===== src/rtl/mux_sel_sequencer.sv =====
// mux_sel_sequencer
// Debounced pushbutton select stepper with an optional auto-scan mode.
// Drives the 2-bit select of a downstream 4-to-1 mux, plus a one-hot copy
// of that select for LED indication.
// There is no valid/ready handshake on this block. 'advance' is a plain
// one-cycle strobe that is high in the first cycle 'sel' holds a new value.
// Consumers may sample 'sel' at any time, because it only changes on a step.

module mux_sel_sequencer #(
    parameter int unsigned DEBOUNCE_CYCLES = 500000,
    parameter int unsigned SCAN_CYCLES     = 25000000
) (
    input  logic       clk,
    input  logic       rst_n,
    input  logic       step_n,
    input  logic       mode,
    input  logic       dir,
    output logic [1:0] sel,
    output logic [3:0] sel_onehot,
    output logic       advance,
    output logic       running,
    output logic [1:0] state_dbg
);

    localparam int DB_W = (DEBOUNCE_CYCLES > 1) ? $clog2(DEBOUNCE_CYCLES) : 1;
    localparam int SC_W = (SCAN_CYCLES > 1) ? $clog2(SCAN_CYCLES) : 1;

    localparam logic [DB_W-1:0] DB_LAST = DB_W'(DEBOUNCE_CYCLES - 1);
    localparam logic [DB_W-1:0] DB_ONE  = DB_W'(1);
    localparam logic [SC_W-1:0] SC_LAST = SC_W'(SCAN_CYCLES - 1);
    localparam logic [SC_W-1:0] SC_ONE  = SC_W'(1);

    localparam logic [1:0] ST_MANUAL    = 2'd0;
    localparam logic [1:0] ST_AUTO_RUN  = 2'd1;
    localparam logic [1:0] ST_AUTO_HOLD = 2'd2;

    // Two-flop synchronizers. Bit 1 is the synchronized value.
    logic [1:0]      step_sync_q, step_sync_d;
    logic [1:0]      mode_sync_q, mode_sync_d;
    logic [1:0]      dir_sync_q,  dir_sync_d;
    logic            step_s, mode_s, dir_s;

    logic            db_q, db_d;
    logic            db_prev_q, db_prev_d;
    logic [DB_W-1:0] db_cnt_q, db_cnt_d;
    logic            press;

    logic [1:0]      state_q, state_d;
    logic [SC_W-1:0] scan_cnt_q, scan_cnt_d;
    logic            do_step;

    logic [1:0]      sel_q, sel_d;
    logic [3:0]      onehot_q, onehot_d;
    logic            advance_q, advance_d;
    logic            running_q, running_d;

    assign step_s = step_sync_q[1];
    assign mode_s = mode_sync_q[1];
    assign dir_s  = dir_sync_q[1];

    // Next value of every synchronizer stage: shift in the raw board input.
    always_comb begin
        step_sync_d = {step_sync_q[0], step_n};
        mode_sync_d = {mode_sync_q[0], mode};
        dir_sync_d  = {dir_sync_q[0], dir};
    end

    // Debounce: accept a new level only after DEBOUNCE_CYCLES differing samples in a row.
    always_comb begin
        db_d      = db_q;
        db_cnt_d  = '0;
        db_prev_d = db_q;
        if (step_s != db_q) begin
            if (db_cnt_q == DB_LAST) begin
                db_d = step_s;
            end else begin
                db_cnt_d = db_cnt_q + DB_ONE;
            end
        end
    end

    // A press is the cycle right after the debounced level falls. A release makes no event.
    assign press = db_prev_q & ~db_q;

    // Mode FSM and scan timer. A low mode switch overrides a press in either auto state.
    always_comb begin
        state_d    = state_q;
        scan_cnt_d = scan_cnt_q;
        do_step    = 1'b0;
        case (state_q)
            ST_MANUAL: begin
                do_step = press;
                if (mode_s) begin
                    state_d    = ST_AUTO_RUN;
                    scan_cnt_d = '0;
                end
            end
            ST_AUTO_RUN: begin
                if (!mode_s) begin
                    state_d    = ST_MANUAL;
                    scan_cnt_d = '0;
                end else if (press) begin
                    state_d    = ST_AUTO_HOLD;
                    scan_cnt_d = '0;
                end else if (scan_cnt_q == SC_LAST) begin
                    do_step    = 1'b1;
                    scan_cnt_d = '0;
                end else begin
                    scan_cnt_d = scan_cnt_q + SC_ONE;
                end
            end
            ST_AUTO_HOLD: begin
                scan_cnt_d = '0;
                if (!mode_s) begin
                    state_d = ST_MANUAL;
                end else if (press) begin
                    state_d = ST_AUTO_RUN;
                end
            end
            default: begin
                state_d    = ST_MANUAL;
                scan_cnt_d = '0;
            end
        endcase
    end

    // Select stepping (modulo 4 by 2-bit wrap) and the registered status outputs.
    always_comb begin
        sel_d = sel_q;
        if (do_step) begin
            sel_d = dir_s ? (sel_q - 2'd1) : (sel_q + 2'd1);
        end
        onehot_d  = 4'b0001 << sel_d;
        advance_d = do_step;
        running_d = (state_d == ST_AUTO_RUN);
    end

    // All state registers. Asynchronous active-low reset.
    always_ff @(posedge clk or negedge rst_n) begin
        if (!rst_n) begin
            step_sync_q <= 2'b11;
            mode_sync_q <= 2'b00;
            dir_sync_q  <= 2'b00;
            db_q        <= 1'b1;
            db_prev_q   <= 1'b1;
            db_cnt_q    <= '0;
            state_q     <= ST_MANUAL;
            scan_cnt_q  <= '0;
            sel_q       <= 2'd0;
            onehot_q    <= 4'b0001;
            advance_q   <= 1'b0;
            running_q   <= 1'b0;
        end else begin
            step_sync_q <= step_sync_d;
            mode_sync_q <= mode_sync_d;
            dir_sync_q  <= dir_sync_d;
            db_q        <= db_d;
            db_prev_q   <= db_prev_d;
            db_cnt_q    <= db_cnt_d;
            state_q     <= state_d;
            scan_cnt_q  <= scan_cnt_d;
            sel_q       <= sel_d;
            onehot_q    <= onehot_d;
            advance_q   <= advance_d;
            running_q   <= running_d;
        end
    end

    assign sel        = sel_q;
    assign sel_onehot = onehot_q;
    assign advance    = advance_q;
    assign running    = running_q;
    assign state_dbg  = state_q;

endmodule


===== config.mk =====
export PLATFORM = sky130hd
export DESIGN_NAME = mux_sel_sequencer
export DESIGN_NICKNAME = d
export VERILOG_FILES = /design/src/rtl/mux_sel_sequencer.sv
export SDC_FILE = /design/constraint.sdc
export NUM_CORES = 1
export LEC_CHECK = 0
export BUFFER_PORTS_ARGS = -buffer_cell sky130_fd_sc_hd__buf_2
export CAP_MARGIN = 20
export CORE_MARGIN = 5
export CORE_UTILIZATION = 61
export CTS_BUF_LIST = sky130_fd_sc_hd__clkbuf_8 sky130_fd_sc_hd__clkbuf_16
export CTS_CLUSTER_SIZE = 40
export DETAILED_ROUTE_END_ITERATION = 6
export MAX_ROUTING_LAYER = met4
export PLACE_DENSITY = 0.82
export SYNTH_ARGS = -nofsm -noshare
export SYNTH_HDL_FRONTEND = slang
export SYNTH_SLANG_ARGS = --single-unit

===== constraint.sdc =====
create_clock -name clk -period 3 [get_ports clk]
set_clock_uncertainty 0.05 [all_clocks]
set_input_delay 0.15 -clock clk [delete_from_list [all_inputs] [get_ports clk]]
set_output_delay 0.15 -clock clk [all_outputs]
set_load 0.05 [all_outputs]

==> reports/metrics.csv <==
stage,metric,value,unit
status,status,finished clean,
floorplan,design.portCount,15,
critical_path,r2r_start,scan_cnt_q[0],
critical_path,endpoint_kind,flip-flop,
synthesis,synthesis.area,3060,um2
placed_design,gp_congestion,0.880,
sta,fin_crit,2.33,ns
power,peakVddDrop,390,uV
routing,drt-vias-per-instance,5.90,
clock_network,h-tree-depth,3,
routing,avgRoutedWirePerCell,15.0,um
layout,nFillCells,363,
clock_network,clk_latency,0.34,ns
floorplan,initial_core_util,63.9,%
clock_network,cts_root_buffer,clkbuf_8,
global_route,grt_max_degree,32,
layout,utilization,72.8,%
global_route,grt_overflow,0,
layout,mostFrequentLayoutCells,"dfrtp_1 (57), nor2_1 (32), nand2_1 (32), nand3_1 (22), xnor2_1 (17)",
critical_path,arrival,2.50,ns
synthesis,syn_inst,319,
layout,diodes,0,
critical_path,regToRegEndpoint,sel[0],
sta,clock.fmax,0.430,GHz
critical_path,r2r_slack,0.67,ns
layout,final_nets,347,
synthesis,yosysWarnings,0,
layout,final_common_cell,dfrtp_1,
floorplan,core_area,4790,um2
floorplan,dieArea,6530,um2
critical_path,cp.required,3.17,ns
routing,ant_nets,0,
routing,routed-via-count,2432,
synthesis,synth_edf_count,0,
synthesis,ys_ff_latch,62,
sta,grt_setup_unrepaired,false,
global_route,grt_pass1_wl,10800,um
routing,firstDrtPassIters,5,
global_route,antenna_found_initial,0,
clock_network,post_cts_buffers,0,
power,cellPowerDensity,531,nW/um2
synthesis,async_flop_share,100,%
layout,multi_input_area,1410,um2
synthesis,synth_flop_cell,dfrtp_1,
layout,syn_to_final_growth,13.9,%
synthesis,syn_avg_cell_area,9.59,um2
clock_network,cts_tree,built,
routing,drc,0,
sta,period_share,77.6,%
floorplan,rows,25,
global_route,grt_pass1_vias,2354,
critical_path,critPathKind,reg2reg,
floorplan,die_y,80.8,um
sta,hold_viol_final,0,
synthesis,syn_nets,326,
power,p_leak,1.50,nW
sta,drv_slew,0,
sta,tightestPinTransition,0.840,ns
placed_design,place_hpwl,4200,um
critical_path,cp_max_fo,7,
placed_design,io_buffer_count,14,
global_route,grt_use_total,22.4,%
floorplan,die_x,80.8,um
flow_run,drv_cap,0,
clock_network,cts.sinks,62,
clock_network,clk_path_buf_depth,2,
synthesis,yosysUniqueCellTypes,50,
routing,drt_iter0_drc,196,
layout,seq_area,1560,um2
synthesis,seq_area_frac_synth,50.9,%
clock_network,cts-buffers-inserted,9,
clock_network,clkTransAtPathRegs,0.08,ns
hold_path,hold_path.class,in2async,
critical_path,startpoint_type,flip-flop,
sta,slew_headroom,43.5,%
sta,fin_tns_setup,0,ns
critical_path,reg2reg_depth,6,
routing,drt-total-wl,6180,um
sta,setup_viol,0,
layout,drive_gt1_share,14.5,%
==> sequential cells by signal, summed over array words and instances (netlist names) <==
register / flops
sel_onehot: 4
dir_sync_q: 2
sel: 2
mode_sync_q: 2
running: 1
advance: 1
db_prev_d: 1
step_sync_q: 2
state_dbg: 2
scan_cnt_q: 25
db_prev_q: 1
db_cnt_q: 19
==> layout make-up <==
type	count	area share [%]
flip-flops and latches	62	44.7
repair buffers	22	4.02
multi-input cells	232	40.5
inverters	13	1.40
well taps	67	2.40
clock inverters	7	3.48
clock buffers	9	3.55
==> worst max-delay path, stage by stage (launching register included) <==
cell     delay, ns
dfrtp_1       0.40
ha_1          0.28
or3b_2        0.46
or4_4         0.43
nor4_4        0.30
nor2_2        0.14
xnor2_1       0.15
==> cell usage after synthesis (2+ instances only) <==
cell type	number	area [um2]
mux2i_1	3	30.0
a41oi_1	2	17.5
dfrtp_1	57	1430
buf_1	2	7.51
nor2_1	32	120
o211ai_1	4	30.0
nand2b_1	6	37.5
nand2_1	32	120
dfstp_2	5	131
a21o_1	8	60.1
o32ai_1	2	17.5
inv_1	13	48.8
and3_1	4	25.0
nand4_1	10	62.6
nand3_1	22	110
ha_1	2	25.0
and2_1	3	18.8
o22ai_1	2	12.5
o21ai_0	4	20.0
xor2_1	9	78.8
buf_2	2	10.0
or3_1	5	31.3
nor4_1	8	50.1
clkbuf_1	7	26.3
xnor2_1	17	149
a31oi_1	7	43.8
or4_1	3	22.5
nor3_1	13	65.1
a21oi_1	14	70.1
==> logic make-up (layout without fill, tap and decap cells) <==
group / Yosys count / after routing / synth area share, %
flip-flops: 62 / 62 / 50.9
AO/OA/AOI/OAI: 51 / 51 / 11.1
buffers and inverters: 25 / 51 / 3.19
multiplexers: 4 / 4 / 1.35
AND/OR/NAND/NOR: 149 / 149 / 25.2
adder cells (fa/ha/maj): 2 / 2 / 0.818
XOR/XNOR: 26 / 26 / 7.44
==> power breakdown <==
group          total, mW  internal [mW]  switching (mW)
clock              0.895          0.556           0.339
sequential         0.870          0.852          0.0187
combinational     0.0865         0.0291          0.0574
==> through the flow <==
step	std cells	setup slack, ns	hold WS [ns]	power (mW)	area, um2
after floorplan	319	0.874	-0.196	0.934	3060
after global placement	392	0.739	0.101	0.966	3200
after detailed placement	392	0.697	0.108	0.969	3200
after CTS	412	0.693	0.277	1.87	3490
after global routing	412	0.466	0.325	1.92	3490
final	412	0.672	0.286	1.85	3490
==> what timing repair did <==
item                                    4_1_cts  5_1_grt
endpoints found under the setup margin        0        0
hold buffers                                  4        0
gates resized for setup                       0        0
endpoints found under the hold margin        24        0
==> layer usage <==
layer  wire length [um]  GRT usage (%)  vias up
li1                   -              -     1179
met1               2950           29.1     1166
met2               2800           32.9       77
met3                314           4.66       10
met4                125           11.8        0
met5                  0              -        -
==> how the worst max path moves through the flow <==
stage,startpoint,slack (ns),depth (start not counted),to
after floorplan,scan_cnt_q[0],0.87,6,sel_onehot[1]
after global placement,scan_cnt_q[0],0.74,6,sel[0]
after detailed placement,scan_cnt_q[0],0.70,6,sel[0]
after CTS,scan_cnt_q[0],0.69,6,sel[0]
after global routing,scan_cnt_q[0],0.47,6,scan_cnt_q[18]
final,scan_cnt_q[0],0.67,6,sel[0]
Power figures use the tool's default switching activity.
